**src/rtl/alu_nibble_seq.sv**
```systemverilog
// Nibble-serial W-bit ALU sequencer around an external 4-bit ALU slice.
// One nibble per cycle LSB first, carry rippled through a register between nibbles.
module alu_nibble_seq #(
    parameter int NIBBLES = 8
) (
    input  logic                   clk,
    input  logic                   reset_n,
    input  logic                   req,
    input  logic [3:0]             op_s,
    input  logic                   op_m,
    input  logic                   op_cin_n,
    input  logic [4*NIBBLES-1:0]   a,
    input  logic [4*NIBBLES-1:0]   b,
    output logic [3:0]             alu_a,
    output logic [3:0]             alu_b,
    output logic [3:0]             alu_s,
    output logic                   alu_m,
    output logic                   alu_cn_n,
    input  logic [3:0]             alu_f,
    input  logic                   alu_cn4_n,
    input  logic                   alu_aeb,
    output logic                   busy,
    output logic                   done,
    output logic [4*NIBBLES-1:0]   result,
    output logic                   cout_n,
    output logic                   aeb
);

    localparam int KW = (NIBBLES > 1) ? $clog2(NIBBLES) : 1;

    typedef enum logic [1:0] {IDLE, RUN, DONE} state_t;

    state_t                  state;
    logic [KW-1:0]           k;
    logic [KW-1:0]           kn;
    logic                    last;
    logic                    aeb_acc;
    logic [NIBBLES-1:0][3:0] opa, opb, res_w, res_next;

    assign kn   = k + KW'(1);
    assign last = (k == KW'(NIBBLES-1));

    // Working result is separate so the visible result only moves at completion.
    always_comb begin
        res_next    = res_w;
        res_next[k] = alu_f;
    end

    always_ff @(posedge clk or negedge reset_n) begin
        if (!reset_n) begin
            state    <= IDLE;
            k        <= '0;
            opa      <= '0;
            opb      <= '0;
            res_w    <= '0;
            aeb_acc  <= 1'b0;
            busy     <= 1'b0;
            done     <= 1'b0;
            result   <= '0;
            cout_n   <= 1'b1;
            aeb      <= 1'b0;
            alu_a    <= 4'd0;
            alu_b    <= 4'd0;
            alu_s    <= 4'd0;
            alu_m    <= 1'b1;
            alu_cn_n <= 1'b1;
        end else begin
            case (state)
                IDLE: begin
                    done <= 1'b0;
                    if (req) begin
                        opa      <= a;
                        opb      <= b;
                        k        <= '0;
                        res_w    <= '0;
                        aeb_acc  <= 1'b1;
                        busy     <= 1'b1;
                        alu_a    <= a[3:0];
                        alu_b    <= b[3:0];
                        alu_s    <= op_s;
                        alu_m    <= op_m;
                        alu_cn_n <= op_cin_n;
                        state    <= RUN;
                    end
                end
                RUN: begin
                    res_w   <= res_next;
                    aeb_acc <= aeb_acc & alu_aeb;
                    if (last) begin
                        result   <= res_next;
                        cout_n   <= alu_cn4_n;
                        aeb      <= aeb_acc & alu_aeb;
                        busy     <= 1'b0;
                        done     <= 1'b1;
                        alu_a    <= 4'd0;
                        alu_b    <= 4'd0;
                        alu_s    <= 4'd0;
                        alu_m    <= 1'b1;
                        alu_cn_n <= 1'b1;
                        state    <= DONE;
                    end else begin
                        // Slice carry-out becomes next nibble's carry-in, logic mode included.
                        k        <= kn;
                        alu_a    <= opa[kn];
                        alu_b    <= opb[kn];
                        alu_cn_n <= alu_cn4_n;
                    end
                end
                DONE: begin
                    done  <= 1'b0;
                    state <= IDLE;
                end
                default: state <= IDLE;
            endcase
        end
    end

endmodule

```
**config.mk**
```make
export PLATFORM = sky130hd
export DESIGN_NAME = alu_nibble_seq
export DESIGN_NICKNAME = d
export VERILOG_FILES = /design/src/rtl/alu_nibble_seq.sv
export SDC_FILE = /design/constraint.sdc
export NUM_CORES = 1
export LEC_CHECK = 0
export BUFFER_PORTS_ARGS = -buffer_cell sky130_fd_sc_hd__clkbuf_2
export CORE_MARGIN = 2
export CORE_UTILIZATION = 55
export DETAILED_ROUTE_END_ITERATION = 12
export PLACE_DENSITY = 0.79
export SLEW_MARGIN = 20
export SYNTH_ARGS = -nofsm -noshare
export SYNTH_HDL_FRONTEND = slang
export SYNTH_SLANG_ARGS = --single-unit
```
**constraint.sdc**
```tcl
create_clock -name clk -period 2.1 [get_ports clk]
set_input_delay 0.105 -clock clk [delete_from_list [all_inputs] [get_ports clk]]
set_output_delay 0.105 -clock clk [all_outputs]
set_load 0.05 [all_outputs]
```
* Word-level counts from Yosys, hierarchy flattened
Index checks and enable logic that the tools add are counted.
** Word-level totals
- Input bits :: 79
- Register bits :: 152
- Output and inout port bits :: 50
- Word-level logic and storage cells :: 95
** Cells by class
- Bitwise logic cells :: 1
- Equality and inequality tests :: 6
- Add/subtract/negate cells :: 1
- Reduce and logical (&&, ||, !) cells :: 12
- Multiplexer cells :: 35
- Magnitude comparators :: 3
** Operator list (count)
- $pmux 32 s2 :: 1
- $mux 4 :: 9
- $bwmux 32 :: 1
- $mux 32 :: 1
- $bmux 4 s3 :: 2
- $pmux 4 s2 :: 3
- $demux 4 s3 :: 1
- $pmux 1 s2 :: 5
- $reduce_and 2->1 :: 5
- $lt 3x4->1 const B :: 2
- $mux 1 :: 6
- $mux 3 :: 2
- $ne 2x2->1 const B :: 3
- $pmux 3 s2 :: 1
- $reduce_and 3->1 :: 2
- $mux 2 :: 2
- $pmux 2 s2 :: 1
- $reduce_bool 2->1 :: 2
- $add 3x1->3 const B :: 1
- $eq 3x3->1 const B :: 1
- $ge 3x1->1 const B :: 1
- $eq 2x1->1 const B :: 1
- $eq 2x2->1 const B :: 1
- $logic_not 2->1 :: 1
- other kinds (3) :: 3

* Longest topological paths before layout
Gate-level depths: netlist of the first run.
- Word-level depth :: 6
- Mapped depth :: 7
- Mapped depth without buffers :: 5

* Worst setup path before layout of the first run
No wires, ideal clock.
- Kind :: reg2reg
- From :: register k[0]
- To :: register alu_a[0]
- Cell stages (with the launch flop) :: 7
- Setup time :: 116 ps
- Buffers on the path :: 2
- Slack :: 289 ps
- Required time :: 1984 ps
- Arrival time :: 1695 ps
- Clock period less this slack :: 1811 ps
- Cell sequence :: dfrtp_1 -> ha_1 -> ha_1 -> clkbuf_1 -> or3b_1 -> clkbuf_1 -> o311ai_0
** On the way
- Word-level cells in the longest chain between the ends :: 5
- Elaborated cells between the ends (all ways) :: 6
- Classes of those cells :: add/sub: 1; eq/ne: 1; mux: 4
** Ends and longest elaborated chain
- start: declaration :: RTL line 34 : logic [KW-1:0] k;
- start signal: assignment :: RTL line 103 : k <= kn;
- $add 3x1->3 :: RTL line 40 : assign kn = k + KW'(1);
- $bmux 4 s3 :: RTL line 104 : alu_a <= opa[kn];
- $mux 4 (implied by the code) :: RTL line 104
- $mux 4 * :: RTL line 89 : if (last) begin
- $pmux 4 s2 * :: RTL line 68 : case (state)
- end signal: assignment :: RTL line 78 : alu_a <= a[3:0];
- end signal: assignment :: RTL line 104
- end: declaration :: RTL line 14 : output logic [3:0] alu_a,
Mark *: on every way between the ends. The rest lies on a longest branch, timed or not. The select of a mux whose other input is x is not followed.
A chain may end at the register's enable or synchronous reset.

* Worst setup path after layout of the first run
- From :: register state[1]
- To :: register opa[23] in the netlist's numbering
** On the way
- Word-level cells in the longest chain between the ends :: 2
** Ends and longest elaborated chain
- start: declaration :: RTL line 33 : state_t state;
- start signal: assignment :: RTL line 51 : state <= IDLE;
- start signal: assignment :: RTL line 83 : state <= RUN;
- start signal: assignment :: RTL line 100 : state <= DONE;
- $logic_not 2->1 :: RTL line 68
- $reduce_and 2->1 (no line)
- end signal: assignment :: RTL line 53 : opa <= '0;
- end signal: assignment :: RTL line 72 : opa <= a;
- end: declaration :: RTL line 38 : logic [NIBBLES-1:0][3:0] opa, opb, res_w, res_next;
No other way between the ends.

==> results of run 1 <==
-- power by group --
group          switching [uW]  total, uW  leakage (uW)  internal (uW)
clock                    1150       3200      0.000309           2050
combinational            3970       6430       0.00233           2460
sequential                746       4980       0.00194           4230
-- flip-flops by register name, summed over array words and instances, names as in the netlist --
| register | cells |
|---|---|
| opa | 32 |
| opb | 32 |
| res_w | 32 |
| result | 32 |
| alu_a | 4 |
| alu_b | 4 |
| alu_s | 4 |
| k | 3 |
| state | 2 |
| aeb | 1 |
| aeb_acc | 1 |
| alu_cn_n | 1 |
| alu_m | 1 |
| busy | 1 |
| cout_n | 1 |
| done | 1 |
-- cells in the final DEF (no fill, tap or decap), types with 5 or more instances in the layout --
master / count
nand2_1: 231
dfrtp_1: 149
clkbuf_2: 127
dlygate4sd3_1: 69
o21ai_0: 48
a22o_1: 36
mux2i_1: 36
clkbuf_16: 17
mux2_2: 15
buf_4: 12
nor2_1: 9
mux4_2: 8
clkbuf_8: 6
buf_12: 6
inv_1: 5
-- metal layers --
metal / up-vias / GRT usage (%) / share of wire [%]
li1: 2602 / - / -
met1: 2697 / 34.9 / 41
met2: 188 / 46.3 / 51
met3: 34 / 7.25 / 5.5
met4: 0 / 10.7 / 2.4
met5: - / 0 / 0
-- critical path, cell delays in order (launching register included) --
cell and delay, ns:
dfrtp_1 0.46, or3b_2 0.80, buf_4 0.32, nand2_1 0.11
nand2_1 0.05
-- kinds of logic (layout without fill, tap and decap cells) --
kind of cell,after synthesis,in the layout
AO/OA/AOI/OAI,113,113
adder cells (fa/ha/maj),2,2
buffers and inverters,47,252
flip-flops,152,152
multiplexers,59,59
AND/OR/NAND/NOR,276,276
-- final timing paths --
path,cells past startpoint,startpoint,end,slack [ns]
setup / recovery,4,state[1],opa[23],0.25
hold / removal,3,b[2],opb[2],0.1
setup reg to reg,4,state[1],opa[23],0.25
hold reg to reg,2,opb[9],opb[9],0.47
max in group asynchronous,3,reset_n,alu_m,1.14
min in group asynchronous,2,reset_n,result[30],0.25
-- final cells by class --
cell class / instances / area, sq um
tap: 147 / 184
clock inverter: 7 / 113
timing repair buffer: 215 / 1550
clock buffer: 25 / 515
inverter: 5 / 18.8
sequential: 152 / 3810
multi-input combinational: 450 / 2720
fill: 758 / 3050
-- per-stage QoR --
stage	hold slack [ns]	instance area [sq um]	util [%]	setup WS, ns
after floorplan	-0.191	6740	-	0.289
after CTS	0.0875	8910	74.5	0.176
after detailed placement	0.140	7590	63.4	0.188
after global placement	0.139	7590	63.4	0.260
after global routing	0.106	8910	74.5	0.0755
final	0.0981	8910	74.5	0.248
-- what timing repair did --
action	in CTS	in global routing
hold buffers	69	0
hold endpoints to repair	133	0
setup endpoints to repair	0	2
gates resized for setup	0	1
==> flow_metrics.py, run 1 <==
metrics = {
    "run_status": {
        "outcome": "completed",
    },
    "logic_synthesis": {
        "synth_top_family_by_area": "simple AND/OR/NAND/NOR gates",
        "ys_warn_count": 0,
        "synthMuxAreaShare_pct": 10.5,
        "synth-simple-area-share_pct": 17.7,
        "synthAdderAreaFrac_pct": 0.371,
        "ys_seq_area_share_pct": 56.5,
        "synthesis.nets": 730,
        "synth_edf_count": 0,
        "syn-instance-count": 649,
        "ys_types": 39,
        "synth.top_cell.area_share_pct": 55.3,
        "ys_top_cells_by_count": "nand2_1, dfrtp_1, o21ai_0",
        "synth_compound_area_share_pct": 11.7,
        "yosysTopAreaCell": "dfrtp_1",
        "synth.area.top_cells": "dfrtp_1, nand2_1, mux2i_1",
        "synth_async_sr_flop_share_pct": 100,
        "yosysMostFrequentCell": "nand2_1",
        "ys.flop_type": "dfrtp_1",
        "syn-cell-area_sq_um": 6740,
        "syn_area_per_cell_sq_um": 10.4,
        "ys_seq_elements": 152,
        "synthXorXnorAreaFrac_pct": 0,
    },
    "pwr": {
        "total_power_uw": 14600,
        "p_leak_uw": 0.00458,
        "ir_worst_vdd_mv": 0.873,
        "powerDensity_nw_per_um2": 1640,
    },
    "timing": {
        "fin_crit_sh_pct": 88.2,
        "fin_skew_ns": 0.00679,
        "setup_viol": 0,
        "fmax_mhz": 540,
        "rsz0062_at_grt": "no",
        "slew_headroom_pct": 55.8,
        "hold_violations": 0,
        "worst_pin_slew_ns": 0.664,
        "period_needed_ns": 1.85,
        "slew_viol_final": 0,
        "finalSetupTns_ns": 0,
    },
    "clocking": {
        "clkTransAtPathRegs_ns": 0.06,
        "clockBufferDepth": 2,
        "numCtsBuffers": 17,
        "cts_root_buf": "clkbuf_16",
        "htree_levels": 4,
        "cts.sinks": 152,
        "worstSkewPairLatency_ns": 0.43,
        "cts_tree": "yes",
        "cts_setup_buffers": 0,
    },
    "finish": {
        "drive_gt1_share_pct": 25.4,
        "insertedDiodeCount": 0,
        "layoutNonFillerInstCount": 1001,
        "nets": 922,
        "area_growth_pct": 32.2,
    },
    "worst_setup_path": {
        "critPathRequiredTime_ns": 2.42,
        "start_kind": "flop",
        "cp_max_fo": 28,
        "critPathCaptureType": "flop",
        "path_class": "flop to flop",
        "cp.arrival_ns": 2.17,
    },
    "floorplanning": {
        "die_x_um": 115,
        "coreArea_sq_um": 12000,
        "dieArea_sq_um": 13200,
        "die_h_um": 115,
        "row_count": 40,
        "pin_count": 129,
        "start_util_pct": 56.3,
    },
    "flow_run": {
        "maxCapViolCount": 0,
    },
    "placement": {
        "io_buffer_count": 128,
        "place_inst": 900,
        "gp_congestion": 0.801,
        "dpl.hpwl_um": 10200,
    },
    "grt": {
        "grt_max_degree": 69,
        "grt_pass1_wl_um": 28000,
        "antenna_found_initial": 0,
        "grt-ovfl-total": 0,
        "grt_use_total_pct": 27.8,
        "grt_pass1_vias": 5679,
    },
    "min_path": {
        "hp-class": "input port to flop",
    },
    "detailed_routing": {
        "routed_wl_um": 16800,
        "drc": 0,
        "vias": 5521,
        "postRouteAntennaNets": 0,
        "routedWlPerCell_um": 16.8,
        "dr.pass1.iters": 5,
        "drtIter0Drc": 370,
        "routed_via_density": 5.52,
    },
}
No activity file was read; power rests on OpenSTA's default activity.
==> inputs of run 2 (changes only) <==
==> constraint.sdc (replaced) <==
create_clock -name clk -period 2.1 [get_ports clk]
set_input_delay 0.525 -clock clk [delete_from_list [all_inputs] [get_ports clk]]
set_output_delay 0.525 -clock clk [all_outputs]
set_load 0.05 [all_outputs]
==> flow_metrics.py, run 2 (synthesis results as in run 1) <==
metrics = {
    "run_status": {
        "outcome": "completed",
    },
    "worst_setup_path": {
        "cp_max_fo": 22,
        "cp.arrival_ns": 2.17,
        "path_class": "flop to flop",
        "critPathCaptureType": "flop",
        "start_kind": "flop",
        "critPathRequiredTime_ns": 2.44,
    },
    "timing": {
        "fmax_mhz": 545,
        "slew_headroom_pct": 64.3,
        "period_needed_ns": 1.84,
        "finalSetupTns_ns": 0,
        "worst_pin_slew_ns": 0.530,
        "fin_skew_ns": 0.00692,
        "rsz0062_at_grt": "no",
        "setup_viol": 0,
        "fin_crit_sh_pct": 87.4,
        "hold_violations": 0,
        "slew_viol_final": 0,
    },
    "floorplanning": {
        "start_util_pct": 56.3,
        "die_x_um": 115,
        "die_h_um": 115,
        "coreArea_sq_um": 12000,
        "dieArea_sq_um": 13200,
        "row_count": 40,
        "pin_count": 129,
    },
    "detailed_routing": {
        "dr.pass1.iters": 5,
        "routed_via_density": 5.57,
        "drc": 0,
        "drtIter0Drc": 333,
        "routed_wl_um": 15900,
        "postRouteAntennaNets": 0,
        "vias": 5223,
        "routedWlPerCell_um": 17.0,
    },
    "pwr": {
        "combinationalPowerShare_pct": 43.8,
        "clockPowerShare_pct": 22.3,
        "internal-power_uw": 8760,
        "switching_share_pct": 40.2,
        "pwr-share-seq_pct": 33.9,
        "ir_worst_vdd_mv": 0.896,
        "p_leak_uw": 0.00432,
        "powerDensity_nw_per_um2": 1770,
        "p_switching_uw": 5890,
    },
    "clocking": {
        "cts_root_buf": "clkbuf_16",
        "clockBufferDepth": 2,
        "post_cts_resized": 0,
        "htree_levels": 4,
        "worstSkewPairLatency_ns": 0.43,
        "clkTransAtPathRegs_ns": 0.06,
        "cts_tree": "yes",
        "numCtsBuffers": 17,
        "cts.sinks": 152,
    },
    "grt": {
        "antenna_found_initial": 0,
        "grt_max_degree": 66,
        "grt_use_total_pct": 26.4,
        "grt-ovfl-total": 0,
        "grt_pass1_vias": 5302,
        "grt_pass1_wl_um": 26500,
    },
    "finish": {
        "fillers": 929,
        "drive_gt1_share_pct": 27.7,
        "layout_commonest_cell": "nand2_1",
        "layoutNonFillerInstCount": 937,
        "layout_common_cells": "nand2_1, dfrtp_1, clkbuf_2",
        "area_growth_pct": 22.8,
        "nets": 858,
        "seqCellArea_sq_um": 3810,
        "multiInputGateArea_sq_um": 2720,
        "insertedDiodeCount": 0,
    },
    "placement": {
        "gp_congestion": 0.781,
        "io_buffer_count": 128,
        "dpl.hpwl_um": 10500,
        "place_inst": 904,
    },
    "flow_run": {
        "maxCapViolCount": 0,
    },
    "min_path": {
        "hp-class": "input port to flop",
    },
}
-- run 2: worst paths after layout --
kind / start / endpoint / slack [ns] / cells after the start
min: a[4] / opa[4] / 0.29 / 3
max: k[0] / alu_b[3] / 0.26 / 5
max reg2reg: k[0] / alu_b[3] / 0.26 / 5
max in group asynchronous: reset_n / res_w[19] / 0.92 / 3
min in group asynchronous: reset_n / result[6] / 0.55 / 2
min reg2reg: opa[24] / opa[24] / 0.47 / 2
-- run 2: final cells by class --
cell class | instances | area share, %
Timing Repair Buffer | 151 | 11.0
Multi-Input combinational cell | 450 | 32.9
Clock inverter | 8 | 1.72
Clock buffer | 24 | 5.94
Inverter | 5 | 0.227
Sequential cell | 152 | 46.0
Tap cell | 147 | 2.22
-- run 2: stage by stage --
step / setup slack [ns] / hold slack (ns) / cell area, sq um / utilization [%] / total power [uW]
floorplan: 0.289 / 0.229 / 6740 / - / 9620
global placement: 0.272 / 0.428 / 7630 / 63.8 / 11100
detailed placement: 0.219 / 0.432 / 7630 / 63.8 / 11400
CTS: 0.260 / 0.271 / 8270 / 69.2 / 14700
global route: 0.151 / 0.297 / 8270 / 69.2 / 15500
finish: 0.264 / 0.287 / 8270 / 69.2 / 14600
-- run 2: what timing repair did --
item,CTS,global route
hold buffers,1,0
hold endpoints to repair,30,0
buffers inserted,0,0
-- run 2: per-layer routing --
metal / global-route usage, % / vias up / wire [um]
met5: 0 / - / 0
met4: 10.6 / 0 / 342
met2: 44.2 / 167 / 8010
li1: - / 2469 / -
met3: 5.35 / 29 / 731
met1: 33.7 / 2558 / 6830
-- run 2: power by group through the flow --
stage          sequential [uW]  clock, uW  combinational [uW]
6_report                  4970       3260                6420
5_1_grt                   5110       3420                6980
4_1_cts                   4950       3300                6460
3_5_place_dp              4990          0                6370
3_3_place_gp              4910          0                6150
2_1_floorplan             6110          0                3510
-- run 2: critical path, cell delays in order (launching register included) --
cell,delay [ns]
dfrtp_1,0.39
ha_1,0.34
buf_12,0.18
mux2i_1,0.13
mux4_2,0.49
a221oi_2,0.21
==> inputs of run 3 (changes only) <==
--- a/config.mk
+++ b/config.mk
@@ -8,6 +8,7 @@
 export BUFFER_PORTS_ARGS = -buffer_cell sky130_fd_sc_hd__clkbuf_2
 export CORE_MARGIN = 2
 export CORE_UTILIZATION = 55
+export CTS_BUF_LIST = sky130_fd_sc_hd__clkbuf_8
 export DETAILED_ROUTE_END_ITERATION = 12
 export PLACE_DENSITY = 0.79
 export SLEW_MARGIN = 20
==> flow_metrics.py, run 3 (synthesis results as in run 1) <==
metrics = {
    "timing": {
        "slew_viol_final": 0,
        "finalSetupTns_ns": 0,
        "fin_crit_sh_pct": 87.6,
        "fin_skew_ns": 0.0124,
        "worst_hold_slack_ns": 0.260,
        "rsz0062_at_grt": "no",
        "setup_viol": 0,
        "period_needed_ns": 1.84,
        "slew_headroom_pct": 66.3,
        "fmax_mhz": 544,
        "hold_violations": 0,
        "worst_pin_slew_ns": 0.503,
    },
    "detailed_routing": {
        "vias": 5203,
        "drc": 0,
        "dr.pass1.iters": 5,
        "routedWlPerCell_um": 16.4,
        "postRouteAntennaNets": 0,
        "drtIter0Drc": 380,
        "routed_wl_um": 15400,
        "routed_via_density": 5.55,
    },
    "worst_setup_path": {
        "critPathCaptureType": "flop",
        "path_class": "flop to flop",
        "regToRegStartpoint": "k[0]",
        "crit_start": "k[0]",
        "worstPathCellList": "ha_1 > buf_12 > mux2i_1 > mux4_2 > a221oi_2",
        "crit_path_max_incr_delay_ns": 0.49,
        "critPathCapture": "alu_b[3]",
        "crit_slowest_cell": "mux4_2",
        "cp.arrival_ns": 2.19,
        "start_kind": "flop",
        "reg2regPathDepth": 5,
        "r2r-end": "alu_b[3]",
        "cp_max_fo": 22,
        "r2r_slack_ns": 0.26,
        "critPathRequiredTime_ns": 2.46,
    },
    "floorplanning": {
        "start_util_pct": 56.3,
        "dieArea_sq_um": 13200,
        "coreArea_sq_um": 12000,
        "pin_count": 129,
        "row_count": 40,
        "die_h_um": 115,
        "die_x_um": 115,
    },
    "clocking": {
        "worstSkewPairLatency_ns": 0.45,
        "cts_root_buf": "clkbuf_8",
        "numCtsBuffers": 17,
        "htree_levels": 4,
        "clockBufferDepth": 2,
        "post_cts_resized": 0,
        "cts.sinks": 152,
        "clkTransAtPathRegs_ns": 0.08,
        "cts_tree": "yes",
    },
    "pwr": {
        "pwr-share-seq_pct": 36.0,
        "total_power_uw": 13800,
        "p_switching_uw": 5720,
        "clockPowerShare_pct": 17.7,
        "p_leak_uw": 0.00424,
        "combinationalPowerShare_pct": 46.3,
        "powerDensity_nw_per_um2": 1700,
        "ir_worst_vdd_mv": 0.804,
        "internal-power_uw": 8040,
        "switching_share_pct": 41.6,
    },
    "finish": {
        "nets": 858,
        "fillers": 966,
        "design_area_sq_um": 8080,
        "area_growth_pct": 20.0,
        "drive_gt1_share_pct": 27.7,
        "insertedDiodeCount": 0,
        "layout_commonest_cell": "nand2_1",
        "layout_common_cells": "nand2_1, dfrtp_1, clkbuf_2",
        "fin_util_pct": 67.6,
    },
    "placement": {
        "place_area_sq_um": 7630,
        "dpl.hpwl_um": 10500,
        "io_buffer_count": 128,
        "gp_congestion": 0.781,
    },
    "grt": {
        "grt-ovfl-total": 0,
        "antenna_found_initial": 0,
        "grt_use_total_pct": 25.4,
        "grt_pass1_vias": 5217,
        "grt_pass1_wl_um": 25800,
        "grt_max_degree": 66,
    },
    "flow_run": {
        "maxCapViolCount": 0,
    },
    "min_path": {
        "hp-class": "input port to flop",
        "hold_start": "a[4]",
    },
    "run_status": {
        "outcome": "completed",
    },
}
==> run 3: cell count changes in the layout (fill, tap and decap cells not counted), sizes merged <==
cell / delta
clkbuf: -3
inv: +3
==> run 3: critical path, delay by kind of cell, from the launching register on <==
family,cells,cell delay [ns]
compound gates,1,0.22
fa+ha+maj,1,0.34
buf+inv,1,0.18
flops,1,0.39
mux,2,0.62
==> run 3: final cells by class <==
cell class,instances,area [sq um],share of cell area [%]
Clock buffer,21,289,3.58
Clock inverter,11,154,1.90
Inverter,5,18.8,0.232
Multi-Input combinational cell,450,2720,33.7
Sequential cell,152,3810,47.1
Tap cell,147,184,2.28
Timing Repair Buffer,151,910,11.3
==> run 3: routing by layer <==
metal  global-route usage (%)  wire [um]  share of wire, %  up-vias
li1                         -          -                 -     2476
met1                     33.9       6780                44     2543
met2                     41.8       7640                50      169
met3                     4.98        806               5.2       15
met4                     8.62        166               1.1        0
met5                        0          0                 0        -
==> run 3: power groups by stage <==
stage / sequential (uW) / combinational [uW] / clock [uW]
2_1_floorplan: 6110 / 3510 / 0
3_3_place_gp: 4910 / 6150 / 0
3_5_place_dp: 4990 / 6370 / 0
4_1_cts: 4940 / 6420 / 2460
5_1_grt: 5090 / 6940 / 2610
6_report: 4950 / 6370 / 2430
==> run 3: worst min path at each step <==
| stage | slack (ns) | to | cells past startpoint |
|---|---|---|---|
| floorplan | 0.23 | aeb | 0 |
| global placement | 0.43 | result[0] | 1 |
| detailed placement | 0.43 | result[1] | 1 |
| CTS | 0.24 | opa[4] | 3 |
| global route | 0.25 | opa[4] | 3 |
| finish | 0.26 | opa[4] | 3 |
==> run 3: per-stage QoR <==
| stage | std cells | setup slack (ns) |
|---|---|---|
| floorplan | 649 | 0.289 |
| global placement | 904 | 0.272 |
| detailed placement | 904 | 0.219 |
| CTS | 937 | 0.255 |
| global route | 937 | 0.154 |
| finish | 937 | 0.261 |
==> run 3: repair_timing <==
action                                 in CTS  in global routing
hold buffers                                1                  0
endpoints found under the hold margin      30                  0
setup endpoints to repair                   0                  0
setup buffers                               0                  0
